<file path="src/rtl/udp_instr_rx.sv">
// Receive-side decoder for the UDP instruction port. It frames
// HDR0 HDR1 CMD LEN P[0..LEN-1] CHK packets from the payload byte
// stream, verifies the 8-bit additive checksum, and publishes each
// accepted command. LED and digit-LED commands are applied directly.
module udp_instr_rx #(
  parameter int          MAX_LEN = 16,
  parameter logic [7:0]  HDR0    = 8'hA5,
  parameter logic [7:0]  HDR1    = 8'h5A
) (
  input  logic        clk,
  input  logic        rst_n,
  input  logic        rx_valid,
  input  logic [7:0]  rx_data,
  input  logic        rx_last,
  output logic        cmd_valid,
  output logic [7:0]  cmd_code,
  output logic [7:0]  cmd_len,
  output logic [15:0] cmd_arg,
  output logic [3:0]  led_data,
  output logic [15:0] dled,
  output logic [7:0]  frame_cnt,
  output logic [7:0]  err_cnt
);

  localparam logic [7:0] MAX_LEN_B = 8'(MAX_LEN);
  localparam logic [7:0] CMD_LED   = 8'h01;
  localparam logic [7:0] CMD_DLED  = 8'h02;

  typedef enum logic [2:0] {
    S_IDLE = 3'd0,
    S_H1   = 3'd1,
    S_CMD  = 3'd2,
    S_LEN  = 3'd3,
    S_PAY  = 3'd4,
    S_CHK  = 3'd5,
    S_DROP = 3'd6
  } state_t;

  state_t      state;
  logic [7:0]  cmd_r;
  logic [7:0]  len_r;
  logic [7:0]  sum;
  logic [15:0] arg_r;
  logic [7:0]  idx;

  // Counters stick at all-ones instead of wrapping.
  function automatic logic [7:0] sat_inc(input logic [7:0] v);
    return (v == 8'hFF) ? v : v + 8'd1;
  endfunction

  // Frame FSM, checksum accumulation, and all registered outputs.
  always_ff @(posedge clk) begin
    if (!rst_n) begin
      state     <= S_IDLE;
      cmd_r     <= 8'd0;
      len_r     <= 8'd0;
      sum       <= 8'd0;
      arg_r     <= 16'd0;
      idx       <= 8'd0;
      cmd_valid <= 1'b0;
      cmd_code  <= 8'd0;
      cmd_len   <= 8'd0;
      cmd_arg   <= 16'd0;
      led_data  <= 4'd0;
      dled      <= 16'd0;
      frame_cnt <= 8'd0;
      err_cnt   <= 8'd0;
    end else begin
      cmd_valid <= 1'b0;
      if (rx_valid) begin
        case (state)
          S_IDLE: begin
            // A single-byte datagram is ignored; a foreign first byte
            // makes the whole datagram silently discarded.
            if (rx_last) begin
              state <= S_IDLE;
            end else if (rx_data == HDR0) begin
              state <= S_H1;
            end else begin
              state <= S_DROP;
            end
          end
          S_H1: begin
            if (rx_data == HDR1 && !rx_last) begin
              state <= S_CMD;
            end else begin
              // Bad second header byte or truncation: one error.
              err_cnt <= sat_inc(err_cnt);
              state   <= rx_last ? S_IDLE : S_DROP;
            end
          end
          S_CMD: begin
            cmd_r <= rx_data;
            sum   <= rx_data;
            arg_r <= 16'd0;
            if (rx_last) begin
              err_cnt <= sat_inc(err_cnt);
              state   <= S_IDLE;
            end else begin
              state <= S_LEN;
            end
          end
          S_LEN: begin
            len_r <= rx_data;
            sum   <= sum + rx_data;
            idx   <= 8'd0;
            if (rx_last) begin
              err_cnt <= sat_inc(err_cnt);
              state   <= S_IDLE;
            end else if (rx_data > MAX_LEN_B) begin
              err_cnt <= sat_inc(err_cnt);
              state   <= S_DROP;
            end else if (rx_data == 8'd0) begin
              state <= S_CHK;
            end else begin
              state <= S_PAY;
            end
          end
          S_PAY: begin
            sum <= sum + rx_data;
            idx <= idx + 8'd1;
            if (idx == 8'd0) begin
              arg_r[15:8] <= rx_data;
            end else if (idx == 8'd1) begin
              arg_r[7:0] <= rx_data;
            end else begin
              arg_r <= arg_r;
            end
            // Any last inside the payload leaves no room for CHK.
            if (rx_last) begin
              err_cnt <= sat_inc(err_cnt);
              state   <= S_IDLE;
            end else if (idx == len_r - 8'd1) begin
              state <= S_CHK;
            end else begin
              state <= S_PAY;
            end
          end
          S_CHK: begin
            if (rx_data == sum && rx_last) begin
              cmd_valid <= 1'b1;
              cmd_code  <= cmd_r;
              cmd_len   <= len_r;
              cmd_arg   <= arg_r;
              frame_cnt <= sat_inc(frame_cnt);
              case (cmd_r)
                CMD_LED:  led_data <= arg_r[3:0];
                CMD_DLED: dled     <= arg_r;
                default:  led_data <= led_data;
              endcase
              state <= S_IDLE;
            end else begin
              // Wrong checksum, or correct checksum followed by trailing bytes.
              err_cnt <= sat_inc(err_cnt);
              state   <= rx_last ? S_IDLE : S_DROP;
            end
          end
          S_DROP: begin
            state <= rx_last ? S_IDLE : S_DROP;
          end
          default: begin
            state <= S_IDLE;
          end
        endcase
      end
    end
  end

endmodule

</file>
<file path="config.mk">
export PLATFORM = sky130hd
export DESIGN_NAME = udp_instr_rx
export DESIGN_NICKNAME = d
export VERILOG_FILES = /design/src/rtl/udp_instr_rx.sv
export SDC_FILE = /design/constraint.sdc
export NUM_CORES = 1
export LEC_CHECK = 0
export BUFFER_PORTS_ARGS = -buffer_cell sky130_fd_sc_hd__buf_2
export CAP_MARGIN = 25
export CORE_UTILIZATION = 43
export CTS_CLUSTER_DIAMETER = 50
export DETAILED_ROUTE_END_ITERATION = 7
export PLACE_DENSITY = 0.69
export SETUP_SLACK_MARGIN = 0.02
export SYNTH_ARGS = -nofsm -noshare
export SYNTH_HDL_FRONTEND = slang
export SYNTH_SLANG_ARGS = --single-unit
</file>
<file path="constraint.sdc">
create_clock -name clk -period 2.6 [get_ports clk]
set_clock_uncertainty 0.05 [all_clocks]
set_input_delay 0 -clock clk [delete_from_list [all_inputs] [get_ports clk]]
set_output_delay 0 -clock clk [all_outputs]
set_load 0.1 [all_outputs]
</file>
==> results.sh <==
export IMPL_result_of_the_run="completed"
export IMPL_netlist_top_cells_area="sky130_fd_sc_hd__dfxtp_1, sky130_fd_sc_hd__mux2i_1, sky130_fd_sc_hd__nand2_1"
export IMPL_via_count=4794
export IMPL_setup_repair_after_global_routing_missed_its_margin="no"
export IMPL_share_comb_of_total_power=0.069
export IMPL_first_drt_iteration_drcs=296
export IMPL_design_final_nets=750
export IMPL_synth_lib_cells_used_distinct=64
export IMPL_cp_buffers_inverters=2
export IMPL_post_synth_top_cells="sky130_fd_sc_hd__dfxtp_1, sky130_fd_sc_hd__nand2_1, sky130_fd_sc_hd__nor2_1, sky130_fd_sc_hd__a21oi_1, sky130_fd_sc_hd__mux2i_1"
export IMPL_finalHoldViolCount=0
export IMPL_first_global_vias=4630
export IMPL_synth_cells=636
export IMPL_postLayoutCoreUtil=0.5397
export IMPL_antenna_found_initial=0
export IMPL_critical_path_arrival_ps=2660
export IMPL_grt_first_pass_wirelength_um=22350
export IMPL_critical_path_peak_fanout=9
export IMPL_cts_root_buf="sky130_fd_sc_hd__clkbuf_16"
export IMPL_detailedRoute_firstPassIterationCount=4
export IMPL_post_route_min_period_ps=2370
export IMPL_core_area_sq_mm=0.01262
export IMPL_kind_of_launch_point_of_the_worst_setup_path="primary input"
export IMPL_tightestPinTransition_ps=668.9
export IMPL_detail_route_vias_per_cell=5.274
export IMPL_endpoint_kind="register"
export IMPL_clock_latency_ps=420
export IMPL_htreeDepth=4
export IMPL_cpMaxStageDelayCell="sky130_fd_sc_hd__or4_1"
export IMPL_grt_remaining_overflow=0
export IMPL_clock_pin_slew_worst_setup_and_hold_paths_ps=60
export IMPL_setup_worst_path_class="primary input to register"
export IMPL_synth_yosys_seq_area_share=0.4319
export IMPL_total_nets_after_synthesis=662
export IMPL_crit_chain="dlygate4sd3_1 > buf_2 > ha_1 > nor4_4 > nand3_4 > or2_1 > or4_1 > a21oi_1"
export IMPL_worst_reg2reg_path_startpoint="sum[1]"
export IMPL_place_detailed_hpwl_um=9246
export IMPL_fin_setup_tns_ps=0
export IMPL_worst_hold_path_startpoint="cmd_arg[1]"
export IMPL_power_mw=4.319
export IMPL_sw_frac=0.2475
export IMPL_fin_area_sq_mm=0.006810
export IMPL_cts_inserted_buffers=17
export IMPL_tritoncts="yes"
export IMPL_syn_area_per_cell_sq_um=8.745
export IMPL_grt_total_usage=0.2143
export IMPL_synth_top_area_frac=0.4319
export IMPL_vdd_ir_drop_worst_mv=0.4061
export IMPL_start_util=0.4407
export IMPL_yosysMostFrequentCell="sky130_fd_sc_hd__dfxtp_1"
export IMPL_cp_startpoint="rx_data[1]"
export IMPL_placement_io_buffers=80
export IMPL_post_synth_instance_area_sq_mm=0.005562
export IMPL_critPathRequiredTime_ps=2890
export IMPL_fp_dieH_um=115.7
export IMPL_finish_cell_count_without_fillers=909
export IMPL_layout_area_overhead_vs_synth_pct=22.45
export IMPL_power_clock_fraction=0.495
export IMPL_p_int_mw=3.250
export IMPL_power_per_cell_area_mw_per_mm2=634.1
export IMPL_synth_top_area_cell="sky130_fd_sc_hd__dfxtp_1"
export IMPL_post_synth_arst_share=0
export IMPL_hold_path_class="register to register"
export IMPL_grt_start_max_net_pins=106
export IMPL_finalWirelength_um=13490
export IMPL_final_layout_size_suffix_gt1_frac=0.1954
export IMPL_cts_repair_timing_setup_buffer_count=0
export IMPL_power_switching_mw=1.069
export IMPL_antenna_diode_count=0
export IMPL_yosys_register_bits=120
export IMPL_dieArea_sq_mm=0.01339
export IMPL_cpLargestDelayFamily="simple AND/OR/NAND/NOR gates"
export IMPL_route_antenna_remaining_nets=0
export IMPL_critPathMaxStageDelay_ps=540
export IMPL_report_final_slew_viol_count=0
export IMPL_rows=41
export IMPL_leak_pwr_nw=2.613
export IMPL_synthesis_yosys_warnings=0
export IMPL_edff_count_synth=0
export IMPL_share_seq_of_total_power=0.436
export IMPL_post_cts_hold_buffer_count=11
export IMPL_dp_worst_setup_slack_ps=239.2
export IMPL_cap_viol_max_count=0
export IMPL_holdWs_ps=401.7
export IMPL_gp_congestion=0.8561
export IMPL_boundaryPins=81
export IMPL_avgRoutedWirePerCell_um=14.84
export IMPL_post_cts_resized_instances=0
export IMPL_slew_headroom=0.5494
export IMPL_clk_buf_depth=2
export IMPL_fmaxAchievable_mhz=421.9
export IMPL_dp_cells=865
export IMPL_postPlaceCellArea_sq_mm=0.006122
export IMPL_filler_cell_count=1217
export IMPL_post_route_period_util=0.9116
export IMPL_setup_violations=0
export IMPL_final_critical_path_setup_slack_ps=229.8
export IMPL_drc=0
export IMPL_postSynth_topFlopCell="sky130_fd_sc_hd__dfxtp_1"
export IMPL_numClockSinks=120
export IMPL_chipWidth_um=115.7
path summary, 6_finish.rpt:
path,slack (ps),cells past startpoint,endpoint
setup reg to reg,260,6,frame_cnt[4]
setup / recovery,230,8,frame_cnt[4]
hold reg to reg,400,2,cmd_arg[1]
hold / removal,400,2,cmd_arg[1]
tightest hold or removal path, stage by stage, from the launching register on:
cell	delay [ps]
sky130_fd_sc_hd__dfxtp_1	300
sky130_fd_sc_hd__nand2_1	50
sky130_fd_sc_hd__a21oi_1	50
power groups by stage:
| stage | Combinational (mW) | Clock (mW) | Sequential [mW] |
|---|---|---|---|
| CTS | 0.290 | 2.17 | 1.88 |
| finish | 0.297 | 2.14 | 1.88 |
| global placement | 0.270 | 0 | 1.92 |
| global route | 0.324 | 2.26 | 1.89 |
| floorplan | 0.205 | 0 | 1.92 |
| detailed placement | 0.276 | 0 | 1.92 |
registers in the layout, summed over array words and instances (netlist names):
register / count
arg_r: 16
cmd_arg: 16
dled: 16
cmd_code: 8
cmd_len: 8
cmd_r: 8
err_cnt: 8
frame_cnt: 8
idx: 8
len_r: 8
sum: 8
led_data: 4
state: 3
cmd_valid: 1
cell families (layout without fill, tap and decap cells):
family                     count (synthesis)  count (layout)  synth area share
buffers and inverters                     48             149           0.03869
muxes                                     55              55           0.09899
DFF                                      120             120            0.4319
AOI/OAI and AO/OA                        117             117            0.1325
xor gates and xnor gates                  21              21           0.03307
and+or+nand+nor                          261             261            0.2319
adders and majority gates                 14              14           0.03285
final cells by class:
cell class	count	area (sq um)	share of cell area
multi-input combinational	468	2953	0.4336
clock buffer	20	456.7	0.06706
tap	172	215.2	0.03160
timing repair buffer	104	640.6	0.09407
clock inverter	12	93.84	0.01378
inverter	13	48.80	0.007165
sequential	120	2402	0.3527
per-layer routing:
metal	wire length, um	share of wire	track usage
met1	6124	0.45	0.2648
met3	666	0.049	0.05178
met5	0	0	0
met2	6530	0.48	0.3649
met4	164	0.012	0.07521
placed cells by master (no fill, tap or decap), types with 3 or more instances in the layout:
cell                            count
sky130_fd_sc_hd__and3_1             3
sky130_fd_sc_hd__o211ai_1           3
sky130_fd_sc_hd__mux2i_1           55
sky130_fd_sc_hd__o31ai_1            6
sky130_fd_sc_hd__a21o_1             4
sky130_fd_sc_hd__nor2b_1            3
sky130_fd_sc_hd__clkbuf_16         17
sky130_fd_sc_hd__nand3_1           12
sky130_fd_sc_hd__a22oi_1            3
sky130_fd_sc_hd__o21a_1             6
sky130_fd_sc_hd__buf_4             11
sky130_fd_sc_hd__buf_2             80
sky130_fd_sc_hd__a211oi_1           4
sky130_fd_sc_hd__nand2b_1           8
sky130_fd_sc_hd__inv_6              3
sky130_fd_sc_hd__dlygate4sd3_1     11
sky130_fd_sc_hd__ha_1              13
sky130_fd_sc_hd__a221oi_1           3
sky130_fd_sc_hd__nand4_1            8
sky130_fd_sc_hd__dfxtp_1          120
sky130_fd_sc_hd__a21oi_2            3
sky130_fd_sc_hd__xnor2_1           13
sky130_fd_sc_hd__o21ai_0           10
sky130_fd_sc_hd__clkinvlp_4         6
sky130_fd_sc_hd__or4_1              8
sky130_fd_sc_hd__nor4_1             9
sky130_fd_sc_hd__nor3_1             4
sky130_fd_sc_hd__xor2_1             8
sky130_fd_sc_hd__a21oi_1           59
sky130_fd_sc_hd__inv_1             12
sky130_fd_sc_hd__or3_1              4
sky130_fd_sc_hd__and2_1             8
sky130_fd_sc_hd__nand2_1          102
sky130_fd_sc_hd__nor2_1            69
(Power assumes the default switching activity.)
